===== src/rtl/bus_arbiter4x16_pkg.sv =====
// bus_arbiter4x16_pkg: shared state encodings and constants for the bus arbiter
package bus_arbiter4x16_pkg;
    typedef enum logic [1:0] {
        ST_IDLE = 2'd0,
        ST_BUSY = 2'd1,
        ST_DONE = 2'd2
    } state_t;
    localparam int N_REQ = 4;
    localparam logic [1:0] LAST_RST = 2'd3;
endpackage


===== src/rtl/gmux4way16.sv =====
// gmux4way16: 4-way WIDTH-bit multiplexer
module gmux4way16 #(
    parameter int WIDTH = 16
) (
    input  logic [WIDTH-1:0] a,
    input  logic [WIDTH-1:0] b,
    input  logic [WIDTH-1:0] c,
    input  logic [WIDTH-1:0] d,
    input  logic [1:0]       sel,
    output logic [WIDTH-1:0] out
);
    always_comb out = sel[1] ? (sel[0] ? d : c) : (sel[0] ? b : a);
endmodule


===== src/rtl/bus_arbiter4x16.sv =====
// bus_arbiter4x16: round-robin arbiter snapshotting the winner's word under valid/ready
module bus_arbiter4x16
    import bus_arbiter4x16_pkg::*;
#(
    parameter int WIDTH = 16
) (
    input  logic             clk,
    input  logic             reset,
    input  logic [3:0]       req,
    input  logic [WIDTH-1:0] din0,
    input  logic [WIDTH-1:0] din1,
    input  logic [WIDTH-1:0] din2,
    input  logic [WIDTH-1:0] din3,
    input  logic             out_ready,
    output logic             out_valid,
    output logic [WIDTH-1:0] out_data,
    output logic [1:0]       sel,
    output logic [3:0]       grant
);
    state_t           state;
    logic [1:0]       last;
    logic [1:0]       win;
    logic [WIDTH-1:0] mux_out;

    // Scan downward so the lowest offset from last+1 is assigned last and wins
    function automatic logic [1:0] rr_pick(input logic [3:0] r, input logic [1:0] l);
        logic [1:0] w;
        w = l;
        for (int i = N_REQ; i >= 1; i--)
            if (r[2'(l + 2'(i))]) w = 2'(l + 2'(i));
        return w;
    endfunction

    always_comb win = rr_pick(req, last);

    gmux4way16 #(.WIDTH(WIDTH)) u_mux (
        .a(din0), .b(din1), .c(din2), .d(din3), .sel(win), .out(mux_out)
    );

    always_ff @(posedge clk) begin
        if (reset) begin
            state     <= ST_IDLE;
            last      <= LAST_RST;
            out_valid <= 1'b0;
            out_data  <= '0;
            sel       <= 2'd0;
            grant     <= 4'd0;
        end else begin
            case (state)
                ST_IDLE: if (|req) begin
                    sel       <= win;
                    out_data  <= mux_out;
                    out_valid <= 1'b1;
                    state     <= ST_BUSY;
                end
                ST_BUSY: if (out_valid && out_ready) begin
                    out_valid <= 1'b0;
                    last      <= sel;
                    grant     <= 4'd1 << sel;
                    state     <= ST_DONE;
                end
                default: begin
                    grant <= 4'd0;
                    state <= ST_IDLE;
                end
            endcase
        end
    end
endmodule


===== config.mk =====
export PLATFORM = sky130hd
export DESIGN_NAME = bus_arbiter4x16
export DESIGN_NICKNAME = d
export VERILOG_FILES = /design/src/rtl/bus_arbiter4x16_pkg.sv /design/src/rtl/gmux4way16.sv /design/src/rtl/bus_arbiter4x16.sv
export SDC_FILE = /design/constraint.sdc
export NUM_CORES = 1
export LEC_CHECK = 0
export CORE_ASPECT_RATIO = 1.5
export CORE_MARGIN = 4
export CORE_UTILIZATION = 34
export CTS_BUF_LIST = sky130_fd_sc_hd__clkbuf_4 sky130_fd_sc_hd__clkbuf_8
export DETAILED_ROUTE_END_ITERATION = 10
export PLACE_DENSITY = 0.72
export REMOVE_ABC_BUFFERS = 1
export SKIP_CTS_REPAIR_TIMING = 1
export SLEW_MARGIN = 25
export SYNTH_ARGS = -nofsm -noshare
export SYNTH_HDL_FRONTEND = slang
export SYNTH_SLANG_ARGS = --single-unit

===== constraint.sdc =====
create_clock -name clk -period 3.2 [get_ports clk]
set_input_delay 0.96 -clock clk [delete_from_list [all_inputs] [get_ports clk]]
set_output_delay 0.96 -clock clk [all_outputs]
set_load 0.005 [all_outputs]

Word level (Yosys, flattened, before mapping)
Index checks and enable logic that the tools add are counted.
Widths: inputs -> output; s select.
{"block": "classes", "n_shift": 1, "div_mod_pow": 0, "n_mul": 0, "n_mux": 20, "reduce_logical": 9, "bitwise_logic": 1, "magnitude_cmp": 3, "eq_ne": 3, "add_sub_neg": 3}
{"op": "$mux 16", "n": 3}
{"op": "$mux 2", "n": 5}
{"op": "$lt 2x3->1 const B", "n": 3}
{"op": "$pmux 4 s2", "n": 1}
{"op": "$reduce_and 2->1", "n": 4}
{"op": "$bmux 1 s2", "n": 3}
{"op": "$mux 1", "n": 5}
{"op": "$add 2x2->2 const B", "n": 2}
{"op": "$mux 4", "n": 1}
{"op": "$ne 2x2->1 const B", "n": 2}
{"op": "$pmux 2 s2", "n": 1}
{"op": "$reduce_or 4->1", "n": 1}
{"op": "$shl 1x2->4 const A", "n": 1}
{"op": "$reduce_and 3->1", "n": 1}
{"op": "$add 2x1->2 const B", "n": 1}
{"op": "$eq 2x1->1 const B", "n": 1}
{"op": "$logic_not 2->1", "n": 1}
{"op": "$pmux 1 s2", "n": 1}
{"op": "$reduce_bool 2->1", "n": 1}
{"op": "$logic_and 1x1->1", "n": 1}
{"op": "$not 1->1", "n": 1}
{"block": "word_totals", "reg_bits": 27, "out_inout_bits": 23, "rom_bits": 0, "n_memories": 0, "ramBits": 0, "latch_bits": 0, "elab_cells": 46}

Depth between registers and ports, before layout
Gate-level depths: netlist of the first run.
{"block": "logic_depth", "depth_word": 8, "ltp_mapped": 8, "mapped_depth_nobuf": 5}

By module
From an unflattened synthesis of the first run, not the netlist that was laid out.
{"block": "unflattened", "hier_cells": 155, "area_unflattened_um2": 1680.4}
{"module": "bus_arbiter4x16", "n_inst": 1, "area_each_um2": 1256.2, "seq_area_each_um2": 540.5, "cells_each": 135}
{"module": "gmux4way16", "n_inst": 1, "area_each_um2": 424.2, "seq_area_each_um2": 0.0, "cells_each": 20}

Least setup slack after synthesis of the first run
Ideal clock, no wire load.
{"block": "synth_timing", "path_kind": "in2reg", "start": "input req[3]", "end": "register out_data[14]", "path_slack_ns": 0.633, "arrival_time_ns": 2.446, "stages": 6, "path_buffers": 1, "setup_ns": 0.122, "path_cell_list": "mux2i_1 nor2_1 a311oi_4 buf_2 mux2_2 a221o_1"}
{"block": "synth_via", "elab_chain_cells": 7}
{"element": "start, declared", "line_no": "bus_arbiter4x16.sv:9", "source": "input logic [3:0] req,"}
{"element": "$bmux 1 s2", "line_no": "bus_arbiter4x16.sv:30", "source": "if (r[2'(l + 2'(i))]) w = 2'(l + 2'(i));"}
{"element": "$mux 1 (implied by the code)", "line_no": "bus_arbiter4x16.sv:30"}
{"element": "$mux 2 (3 in series)", "line_no": "bus_arbiter4x16.sv:30"}
{"element": "$mux 16 (2 in series)", "line_no": "gmux4way16.sv:12", "source": "always_comb out = sel[1] ? (sel[0] ? d : c) : (sel[0] ? b : a);"}
{"element": "end signal, assigned", "line_no": "bus_arbiter4x16.sv:52", "source": "out_data <= mux_out;"}
{"element": "end, declared", "line_no": "bus_arbiter4x16.sv:16", "source": "output logic [WIDTH-1:0] out_data,"}
Several ways; a longest one is shown, not always the timed one. The select of a mux whose other input is x is not followed.
A chain may end at the register's enable or synchronous reset.

Worst setup path after layout of the first run
{"block": "layout_timing", "start": "input req[1]", "end": "register out_data[11]"}
The elaborated chain is that of the path after synthesis.

==> metrics, run 1 <==
run status finished clean; CTS root buf clkbuf_8; Mapped Avg Cell Area 10.0 sq um; max-slew violation count 0; Commonest cells post-synth nand4b_1 (30), dfxtp_1 (27), mux2i_1 (17); antenna violations before repair 0; DP HPWL 3820 um; most common cell in the netlist nand4b_1; vias in the first global route 1656; Final Net Count 328; CP max stage cell clkdlybuf4s50_1; fin util 0.573; hold crit path type reg -> reg; mapped cell area 1690 sq um; Seq cells post-synth 27; CTS Buf Count 3; final period utilization 0.884; area grow syn2layout 62.7%; worst setup margin 0.372 ns; WL/cell 15.7 um; largest net degree at the start of global routing 34; RSZ-0062 raised after global routing false; area share of the largest cell type after synthesis 0.319; GRT Residual Overflow 0; FP Rows 31; Design Power 0.964 mW; GR Layer Usage met2 0.289; Post-Route WL 5050 um; crit path capture type flop; LEAKAGE 1.01 nW; data required time at the worst endpoint 3.36 ns; Clock transition at path regs 0.09 ns; fillcell total 468; Max clock buf depth 2; Ant. Diodes 0; Warnings, synthesis 0; die height 94.4 um; DRT iter0 DRCs 68; Ports 94; Total GRT Usage 0.160; Buffers on Ports 93; worst slack, placed 0.0793 ns; drt pass-1 iters 4; Gate Count Post-Synth 169; antenna-violating nets left 0; worst path cell trace clkdlybuf4s50_1, mux2i_1, nor2_1, a311oi_4, buf_12, mux2_2, a221o_1; met1 Use GR 0.189; instance area after placement 2700 sq um; Fin. Hold Viols 0; CTS H-tree lvls 1; clk_skew 0.00468 ns; Die W 65.6 um; sequential share of the synthesized area 0.319; final setup fails 0; Top FF cell, synth dfxtp_1; CP peak stage delay 0.49 ns; Finished Cell Area 2750 sq um; clock sink count 27; crit start category input port; Setup CP Type in -> reg; Most Crowded Layer GR met2; minimum clock period 2.83 ns; Via Count 1697; RD Place Congestion 0.734; Clk Latency, worst-skew pair 0.27 ns; Yosys top cell by area dfxtp_1; Initial Util 0.352; CP max FO 33; actual slew at the worst max-slew pin 0.697 ns; met3 usage 0.0321; Synth area leaders dfxtp_1 (32%), nand4b_1 (16%), mux2i_1 (10%), mux2_2 (10%), a221o_1 (9.5%); die area 6200 sq um; pwr dens 350 nW/um^2; Max Clock Freq 354 MHz; Max-Cap Viols 0; Via density 5.27; DRC Markers 0; layout cells sized above 1 0.117; core area 4810 sq um; Finished Layout Cells 322; DP Cell Count 318; Critical Path AT 2.99 ns; library cells used by synthesis 31; worst vdd ir 0.152 mV; ys async rst share 0; Rel. slew slack 0.535; CTS tree built; first-pass GRT wire length 7870 um; number of flops mapped to enable cells by yosys 0
==> sequential cells by signal, summed over array words and instances, names as in the netlist <==
signal,flops
out_data,16
grant,4
last,2
sel,2
state,2
out_valid,1
==> cells by family (layout without fill, tap and decap cells) <==
| logic type | Yosys count | after routing | share of synthesized area |
|---|---|---|---|
| flip-flops | 27 | 27 | 0.319 |
| AO/OA/AOI/OAI | 30 | 30 | 0.161 |
| multiplexers | 34 | 34 | 0.214 |
| AND/OR/NAND/NOR | 59 | 59 | 0.244 |
| buffers and inverters | 19 | 106 | 0.0621 |
==> metal layers <==
metal  wire (um)  vias to the layer above
li1            -                      841
met4          65                        0
met1        2060                      797
met5           0                        -
met2        2630                       55
met3         288                        4
==> report_power, final <==
group	total, mW	internal [mW]	switching, mW
combinational	0.369	0.230	0.139
sequential	0.402	0.374	0.0280
clock	0.193	0.0882	0.105
total	0.964	0.692	0.272
==> cell type report <==
type | count | area [sq um] | share of cell area
multi-input cells | 123 | 1080 | 0.392
repair buffers | 100 | 996 | 0.362
flip-flops and latches | 27 | 541 | 0.196
well taps | 66 | 82.6 | 0.0300
clock buffers | 3 | 41.3 | 0.0150
clock inverters | 1 | 7.51 | 0.00273
inverters | 2 | 7.51 | 0.00273
==> path summary, 6_finish.rpt <==
path	to	start	slack, ns	cells after the start
hold reg to reg	out_data[1]$_SDFFE_PP0P_	out_data[1]$_SDFFE_PP0P_	0.49	1
setup / recovery	out_data[11]$_SDFFE_PP0P_	req[1]	0.37	7
hold / removal	out_data[1]$_SDFFE_PP0P_	out_data[1]$_SDFFE_PP0P_	0.49	1
setup reg to reg	out_data[11]$_SDFFE_PP0P_	last[1]$_SDFFE_PP1P_	1.00	6
==> layout by cell type, fill, tap and decap left out, types with 5 or more instances in the layout <==
| cell type | count |
|---|---|
| clkdlybuf4s50_1 | 93 |
| mux2i_1 | 17 |
| a221o_1 | 16 |
| nand4b_1 | 30 |
| dfxtp_1 | 27 |
| mux2_2 | 15 |
| nor2_1 | 12 |
| buf_4 | 6 |
| a21oi_1 | 5 |
==> critical path: cells and delay by family <==
kind | cells | cell delay [ns]
multiplexers | 2 | 0.53
AND/OR/NAND/NOR | 1 | 0.08
AO/OA/AOI/OAI | 2 | 0.66
buffers and inverters | 2 | 0.76
==> stage by stage <==
step	TNS [ns]	hold slack [ns]
floorplan	-17.33	0.478
global placement	0	0.468
detailed placement	0	0.477
CTS	0	0.499
global route	0	0.521
finish	0	0.494
No activity file was read; power rests on OpenSTA's default activity.
==> run 2, diff against run 1 <==
Settings changed: CTS_CLUSTER_DIAMETER from default to 50, PLACE_DENSITY 0.72 to 0.75.
Clock period 3.2 ns to 2.6 ns, I/O delays scaled along.
==> run 2 against run 1 <==
  * Clock power rose by 25%
  * Via count rose by 5.7%
  * Non-clock buffer count rose by 14
  * Largest power group is now combinational cells
  * First-iteration DRC count fell by 4.4%
==> metrics, run 2 (same netlist as run 1, synthesis figures left out) <==
Final Hold Slack 0.493 ns; die height 94.4 um; Finished Cell Area 2920 sq um; Reg2Reg Launch Point last[1]$_SDFFE_PP1P_; WL/cell 16.3 um; Max Clock Freq 388 MHz; Critical Path AT 2.74 ns; Max clock buf depth 2; Via density 5.34; Clk Latency, worst-skew pair 0.27 ns; largest net degree at the start of global routing 38; data required time at the worst endpoint 2.77 ns; CP peak stage delay 0.43 ns; LEAKAGE 1.12 nW; crit start category input port; max-slew violation count 0; DP HPWL 3870 um; Setup CP Type in -> reg; worst path cell trace clkdlybuf4s50_1, buf_4, nand2b_4, a21oi_2, a311oi_4, buf_6, buf_12, mux2_2, a221o_1; Initial Util 0.352; CTS Buf Count 3; CTS tree built; core area 4810 sq um; Bufs and invs on worst path 4; fin util 0.608; antenna-violating nets left 0; Largest register FFs 16; commonest non-fill, non-tap cells in the layout clkdlybuf4s50_1 (92), nand4b_1 (30), dfxtp_1 (27), mux2i_1 (17), a221o_1 (16); Die W 65.6 um; pwr dens 428 nW/um^2; most common cell after layout, fill and taps aside clkdlybuf4s50_1; die area 6200 sq um; actual slew at the worst max-slew pin 0.702 ns; worst vdd ir 0.191 mV; Clock transition at path regs 0.09 ns; Via Count 1794; Largest Register out_data; Total GRT Usage 0.160; DP Cell Count 324; Finished Layout Cells 336; reg-to-reg endpoint out_data[11]$_SDFFE_PP0P_; CTS root buf clkbuf_8; final period utilization 0.992; Crit path max-delay family buffers and inverters; CTS H-tree lvls 1; Post-Route WL 5480 um; hold crit path type reg -> reg; first-pass GRT wire length 7940 um; vias in the first global route 1776; Fin. Hold Viols 0; crit path capture type flop; Hold Startpoint out_data[9]$_SDFFE_PP0P_; CP max stage cell clkdlybuf4s50_1; Worst R2R Path Depth 7; R2R Setup Slk 0.47 ns; area grow syn2layout 72.7%; DRC Markers 0; Hold EP out_data[9]$_SDFFE_PP0P_; layout cells sized above 1 0.170; RD Place Congestion 0.779; final setup fails 0; Ant. Diodes 0; Buffers on Ports 93; Rel. slew slack 0.531; hold path cells 1; drt pass-1 iters 4; instance area after placement 2740 sq um; fillcell total 448; Design Power 1.25 mW; FP Rows 31; largest registers out_data (16), grant (4); DRT iter0 DRCs 65; minimum clock period 2.58 ns; Final Net Count 342; Ports 94; run status finished clean; clk_skew 0.00497 ns; CP max FO 6; Max-Cap Viols 0; GRT Residual Overflow 0; antenna violations before repair 0; clock sink count 27
run 2: where the power goes:
group / internal [mW] / switching (mW)
Combinational: 0.326 / 0.188
Clock: 0.109 / 0.133
Sequential: 0.461 / 0.0351
run 2: worst reg2reg max path, stage by stage (launching register included):
cell and delay, ns:
dfxtp_1 0.51, mux2i_1 0.23, nor2_1 0.09, a311oi_4 0.21, buf_6 0.18, buf_12 0.13, mux2_2 0.34, a221o_1 0.34
run 2: how the worst max path moves through the flow:
stage	end	cells after the start	slack, ns	startpoint
3_5_place_dp	out_data[11]$_SDFFE_PP0P_	6	-0.31	req[3]
2_1_floorplan	out_data[11]$_SDFFE_PP0P_	4	-1.52	req[3]
4_1_cts	out_data[11]$_SDFFE_PP0P_	6	-0.04	req[3]
6_report	out_data[11]$_SDFFE_PP0P_	9	0.02	req[3]
5_1_grt	out_data[11]$_SDFFE_PP0P_	9	-0.04	req[3]
3_3_place_gp	out_data[11]$_SDFFE_PP0P_	6	-0.28	req[3]
run 2: final cells by class:
| type | instances | area, sq um | share of cell area |
|---|---|---|---|
| Timing Repair Buffer | 114 | 1150 | 0.393 |
| Tap cell | 66 | 82.6 | 0.0283 |
| Clock buffer | 3 | 41.3 | 0.0141 |
| Sequential cell | 27 | 541 | 0.185 |
| Inverter | 2 | 7.51 | 0.00257 |
| Multi-Input combinational cell | 123 | 1090 | 0.374 |
| Clock inverter | 1 | 7.51 | 0.00257 |
run 2: through the flow:
step | TNS (ns) | setup WS (ns)
floorplan | -25.56 | -1.52
global placement | -4.12 | -0.283
detailed placement | -4.58 | -0.311
CTS | -0.0681 | -0.0398
global route | -0.280 | -0.0368
finish | 0 | 0.0206
run 2: layer usage:
| layer | global-route usage | up-vias | wire (um) |
|---|---|---|---|
| met1 | 0.170 | 849 | 2200 |
| met5 | 0 | - | 0 |
| met4 | 0.0692 | 0 | 158 |
| li1 | - | 872 | - |
| met3 | 0.00952 | 12 | 183 |
| met2 | 0.314 | 61 | 2940 |
==> run 3, diff against run 2 <==
Settings changed: TNS_END_PERCENT from default to 20.
==> results of run 3 <==
No change in the layout: final DEF, timing and power equal those of run 2.
